==> src/rtl/key_pkg.sv <==
// Shared constants and state encoding for the push-button debouncer.
package key_pkg;

  localparam int unsigned CLK_FREQ_HZ = 50_000_000;
  // 10 ms of stable level at the board clock.
  localparam int unsigned DEBOUNCE_CYCLES_DEF = CLK_FREQ_HZ / 100;

  typedef enum logic {
    StIdle  = 1'b0,
    StCount = 1'b1
  } key_state_e;

endpackage

==> src/rtl/key_debounce_bit.sv <==
// One debounce channel: 2-FF synchronizer, stability counter, registered level and edge strobes.
module key_debounce_bit
  import key_pkg::*;
#(
  parameter int unsigned DEBOUNCE_CYCLES = DEBOUNCE_CYCLES_DEF,
  parameter bit          RESET_LEVEL     = 1'b1
) (
  input  logic clk,
  input  logic reset_n,
  input  logic key_in,
  output logic key_out,
  output logic press_pulse,
  output logic release_pulse
);

  localparam int unsigned CNT_W = $clog2(DEBOUNCE_CYCLES);
  localparam logic [CNT_W-1:0] CNT_LAST = CNT_W'(DEBOUNCE_CYCLES - 1);

  logic             sync1_q, sync2_q;
  key_state_e       state_q, state_d;
  logic [CNT_W-1:0] cnt_q, cnt_d;
  logic             key_q, key_d;
  logic             press_q, press_d;
  logic             rel_q, rel_d;

  always_ff @(posedge clk or negedge reset_n) begin
    if (!reset_n) begin
      sync1_q <= RESET_LEVEL;
      sync2_q <= RESET_LEVEL;
      state_q <= StIdle;
      cnt_q   <= '0;
      key_q   <= RESET_LEVEL;
      press_q <= 1'b0;
      rel_q   <= 1'b0;
    end else begin
      sync1_q <= key_in;
      sync2_q <= sync1_q;
      state_q <= state_d;
      cnt_q   <= cnt_d;
      key_q   <= key_d;
      press_q <= press_d;
      rel_q   <= rel_d;
    end
  end

  always_comb begin
    state_d = state_q;
    cnt_d   = cnt_q;
    key_d   = key_q;
    press_d = 1'b0;
    rel_d   = 1'b0;
    case (state_q)
      StIdle: begin
        if (sync2_q != key_q) begin
          state_d = StCount;
          cnt_d   = CNT_W'(1);
        end
      end
      StCount: begin
        if (sync2_q == key_q) begin
          // Bounced back before the level proved stable: drop the attempt silently.
          state_d = StIdle;
          cnt_d   = '0;
        end else if (cnt_q == CNT_LAST) begin
          state_d = StIdle;
          cnt_d   = '0;
          key_d   = sync2_q;
          press_d = ~sync2_q;
          rel_d   = sync2_q;
        end else begin
          cnt_d = cnt_q + CNT_W'(1);
        end
      end
      default: begin
        state_d = StIdle;
        cnt_d   = '0;
      end
    endcase
  end

  assign key_out       = key_q;
  assign press_pulse   = press_q;
  assign release_pulse = rel_q;

endmodule

==> src/rtl/key_debounce.sv <==
// Debouncer for a bank of active-low push buttons; one independent channel per key.
module key_debounce #(
  parameter int unsigned N_KEYS          = 2,
  parameter int unsigned DEBOUNCE_CYCLES = key_pkg::DEBOUNCE_CYCLES_DEF,
  parameter bit          RESET_LEVEL     = 1'b1
) (
  input  logic              clk,
  input  logic              reset_n,
  input  logic [N_KEYS-1:0] key_in,
  output logic [N_KEYS-1:0] key_out,
  output logic [N_KEYS-1:0] press_pulse,
  output logic [N_KEYS-1:0] release_pulse
);

  for (genvar i = 0; i < N_KEYS; i++) begin : g_key
    key_debounce_bit #(
      .DEBOUNCE_CYCLES (DEBOUNCE_CYCLES),
      .RESET_LEVEL     (RESET_LEVEL)
    ) u_bit (
      .clk           (clk),
      .reset_n       (reset_n),
      .key_in        (key_in[i]),
      .key_out       (key_out[i]),
      .press_pulse   (press_pulse[i]),
      .release_pulse (release_pulse[i])
    );
  end

endmodule
==> config.mk <==
export PLATFORM = sky130hd
export DESIGN_NAME = key_debounce
export DESIGN_NICKNAME = d
export VERILOG_FILES = /design/src/rtl/key_pkg.sv /design/src/rtl/key_debounce_bit.sv /design/src/rtl/key_debounce.sv
export SDC_FILE = /design/constraint.sdc
export NUM_CORES = 1
export LEC_CHECK = 0
export BUFFER_PORTS_ARGS = -buffer_cell sky130_fd_sc_hd__buf_2
export CORE_ASPECT_RATIO = 0.5
export CORE_UTILIZATION = 60
export DETAILED_ROUTE_END_ITERATION = 7
export PLACE_DENSITY = 0.78
export SETUP_SLACK_MARGIN = 0.15
export SYNTH_ARGS = -nofsm -noshare
export SYNTH_HDL_FRONTEND = slang
export SYNTH_SLANG_ARGS = --single-unit
==> constraint.sdc <==
create_clock -name clk -period 3.1 [get_ports clk]
set_clock_uncertainty 0.2 [all_clocks]
set_input_delay 0.155 -clock clk [delete_from_list [all_inputs] [get_ports clk]]
set_output_delay 0.155 -clock clk [all_outputs]
set_load 0.1 [all_outputs]
==> tab_implementation.tex <==
\begin{tabular}{lr}
\hline
Metric & Value \\
\hline
\multicolumn{2}{l}{\textbf{Job}} \\
Max-cap violations & 0 \\
\multicolumn{2}{l}{\textbf{Final layout}} \\
Ratio of cells with drive above 1 in the final layout & 0.1100 \\
Filler Cell Count & 338 \\
Diodes inserted & 0 \\
Layout overhead on the synthesized area & 6.812\% \\
Number of nets in the finished design & 305 \\
\multicolumn{2}{l}{\textbf{Critical path}} \\
Crit end category & flop \\
CP Class & reg2reg \\
FF-to-FF path depth & 5 \\
Top fanout value on the critical path & 11 \\
Required arrival time at the worst endpoint & 3.10 ns \\
Endpoint of the worst register-to-register path & g\_key[1].u\_bit.cnt\_q[6] \\
First element of the critical path & g\_key[1].u\_bit.cnt\_q[9] \\
CP Cell Sequence & or4\_4 > nor4\_4 > a21o\_1 > o21ai\_1 > mux2\_2 \\
Reg-to-reg startpoint & g\_key[1].u\_bit.cnt\_q[9] \\
Type of origin of the critical path & flop \\
Worst reg2reg setup slack & 0.65 ns \\
Biggest cell delay along the critical path & 0.58 ns \\
CP endpoint & g\_key[1].u\_bit.cnt\_q[6] \\
Cell with the largest stage delay on the worst path & or4\_4 \\
Arrival @ worst endpoint & 2.45 ns \\
\multicolumn{2}{l}{\textbf{Synthesis}} \\
Avg Cell Area, Syn & 9.215 sq um \\
Biggest area contributors in the synthesized netlist & dfrtp\_1 41\%, dfstp\_2 5.8\%, nand3\_1 5.7\% \\
Number of nets produced by synthesis & 299 \\
Post-synthesis register bit count & 50 \\
Number of warning messages in the yosys log & 0 \\
Fraction of synthesis flops using an asynchronous set or reset pin & 1.000 \\
Cell count after synthesis & 293 \\
Post-synth EDFFs & 0 \\
Flip-flop cell with the highest count after synthesis & dfrtp\_1 \\
Commonest cells in the netlist & 44 x dfrtp\_1, 31 x nand3\_1, 21 x a21oi\_1, 21 x o21ai\_0, 17 x nand2\_1 \\
Count of different cell masters after synthesis & 46 \\
Fraction of the yosys area taken by sequential cells & 0.4662 \\
Cell type with the highest aggregate area in the netlist & dfrtp\_1 \\
Area fraction of the dominant cell type after synthesis & 0.4078 \\
Most numerous cell in the Yosys netlist & dfrtp\_1 \\
Synthesized area & 2700 sq um \\
\multicolumn{2}{l}{\textbf{Timing}} \\
Final count of negative-setup-slack endpoints & 0 \\
Post-route clock period utilization & 0.7898 \\
Final hold vios & 0 \\
Worst-Margin Slew & 1.094 ns \\
Clock period minus final worst setup slack & 2.448 ns \\
Final Max Tran Viols & 0 \\
Total negative slack & 0 ns \\
Max-slew headroom & 0.2708 \\
Final hold slack & 0.1521 ns \\
Maximum clock rate & 408.4 MHz \\
RSZ-0062 raised after global routing & no \\
\multicolumn{2}{l}{\textbf{Outcome}} \\
Outcome & completed \\
\multicolumn{2}{l}{\textbf{Global route}} \\
Total congestion overflow & 0 \\
Number of global-route vias before repair & 2107 \\
First-pass GRT wire length & 9742 um \\
Initial antenna violation count & 0 \\
Global-route total usage across every layer & 0.2551 \\
Largest net degree at the start of global routing & 51 \\
\multicolumn{2}{l}{\textbf{Hold path}} \\
Worst Hold Depth & 0 \\
Class of the most critical hold timing path & reg2reg \\
\multicolumn{2}{l}{\textbf{Clocking}} \\
Cell chosen for the clock root & clkbuf\_8 \\
Maximum number of buffers from clock root to sink & 2 \\
TritonCTS Buffers & 5 \\
Number of buffers added for setup after CTS & 0 \\
Number of H-tree levels & 2 \\
Clock sink count & 50 \\
Clock-pin slew of the registers on the worst-case setup and hold paths & 0.10 ns \\
Clock insertion delay at the later pin of the skew report & 0.31 ns \\
Clock tree from TritonCTS & built \\
\multicolumn{2}{l}{\textbf{Routing}} \\
Total DRC errors in the routed layout & 0 \\
Antenna Violating Nets Remaining & 0 \\
Vias per cell & 6.404 \\
Vias after detailed routing & 2267 \\
Routed length per placed instance & 15.70 um \\
Number of iterations in the first detailed-routing pass & 4 \\
Wire length reported by the detailed router & 5557 um \\
Starting DRC count in detailed routing & 134 \\
\multicolumn{2}{l}{\textbf{Placement}} \\
Input/output buffers & 9 \\
Post-DP HPWL & 3791 um \\
Final weighted congestion in routability-driven placement & 0.8831 \\
\multicolumn{2}{l}{\textbf{Floorplanning}} \\
Die area & 4789 sq um \\
Vert. Die Dim & 49.44 um \\
Effective utilization at floorplan & 0.6579 \\
I/O pin count & 10 \\
Die boundary width & 96.87 um \\
Core Box Area & 4104 sq um \\
Row count & 16 \\
\multicolumn{2}{l}{\textbf{Power}} \\
Leak Pwr & 0.001182 uW \\
Maximum vdd drop & 0.2590 mV \\
Power per Cell Area & 424.5 nW/um\^{}2 \\
\hline
\end{tabular}
[power by group]
part	switching [uW]	internal (uW)	total (uW)
Combinational	50.7	27.4	78.1
Sequential	14.6	665	680
Clock	225	241	466
[per-stage QoR]
step / utilization / total power [uW] / cell area, sq um / instances / setup slack (ns)
3_3_place_gp: 0.6686 / 764.3 / 2744 / 343 / 0.7866
5_1_grt: 0.7027 / 1265 / 2884 / 354 / 0.5810
2_1_floorplan: - / 737.0 / 2700 / 293 / 0.9228
4_1_cts: 0.7027 / 1231 / 2884 / 354 / 0.6777
3_5_place_dp: 0.6686 / 767.6 / 2744 / 343 / 0.7158
6_report: 0.7027 / 1224 / 2884 / 354 / 0.6517
[how the worst min path moves through the flow]
stage | slack, ns | end | startpoint
floorplan | -0.34 | g_key[0].u_bit.cnt_q[0] | reset_n
global placement | 0.06 | g_key[1].u_bit.sync1_q | key_in[1]
detailed placement | 0.06 | g_key[0].u_bit.sync1_q | key_in[0]
CTS | 0.16 | g_key[1].u_bit.sync2_q | g_key[1].u_bit.sync1_q
global route | 0.16 | g_key[1].u_bit.sync2_q | g_key[1].u_bit.sync1_q
finish | 0.15 | g_key[1].u_bit.sync2_q | g_key[1].u_bit.sync1_q
[sequential cells by signal, indices dropped and copies added, names as in the netlist]
name and count:
g_key.u_bit.press_pulse 2, g_key.u_bit.cnt_q 38, g_key.u_bit.sync2_q 2, g_key.u_bit.key_out 2, g_key.u_bit.release_pulse 2, g_key.u_bit.state_q 2
g_key.u_bit.sync1_q 2
[area by class of cell]
class / instances / area [sq um] / area share
Clock buffer: 6 / 72.57 / 0.02516
Clock inverter: 2 / 37.54 / 0.01302
Timing Repair Buffer: 15 / 97.59 / 0.03384
Sequential cell: 50 / 1259 / 0.4364
Multi-Input combinational cell: 214 / 1301 / 0.4512
Tap cell: 54 / 67.56 / 0.02343
Inverter: 13 / 48.80 / 0.01692
[routing by layer]
metal | global-route usage | vias up | part of all wire
li1 | - | 1091 | -
met1 | 0.3471 | 1085 | 0.46
met2 | 0.4143 | 82 | 0.47
met3 | 0.05731 | 9 | 0.065
met4 | 0.07463 | 0 | 0.011
met5 | 0 | - | 0
[worst max-delay path, delay by kind of cell (launching register included)]
| kind | cells | cell delay (ns) |
|---|---|---|
| AOI/OAI and AO/OA | 2 | 0.51 |
| DFF | 1 | 0.45 |
| muxes | 1 | 0.28 |
| and+or+nand+nor | 2 | 0.89 |
[kinds of logic (layout without fill, tap and decap cells)]
logic type	after synthesis	in the layout	share of synthesized area
buffers and inverters	29	36	0.05190
AND/OR/NAND/NOR	134	134	0.2850
flip-flops	50	50	0.4662
multiplexers	9	9	0.03475
AO/OA/AOI/OAI	66	66	0.1432
adder cells (fa/ha/maj)	2	2	0.009266
XOR/XNOR	3	3	0.009733
[cell usage in the layout (no fill, tap or decap), types with 4 or more instances in the layout]
cell type	Yosys	routed
dfstp_2	6	6
a21oi_1	21	21
clkbuf_8	0	5
nand2_1	17	17
inv_1	13	13
or3_1	13	13
and3_1	7	7
mux2i_1	6	6
o21ai_1	4	4
nor2_1	12	12
o21ai_0	21	21
nand3_1	31	31
nand4_1	11	11
buf_2	4	9
nor4_1	4	4
dfrtp_1	44	44
and2_1	5	5
a21o_1	5	5
nor3b_1	6	6
nor3_1	11	11
[repair_timing]
item,4_1_cts,5_1_grt
hold buffers,3,0
gates resized for setup,0,0
hold endpoints to repair,46,0
Note: power is estimated with default switching activity, not from simulation.
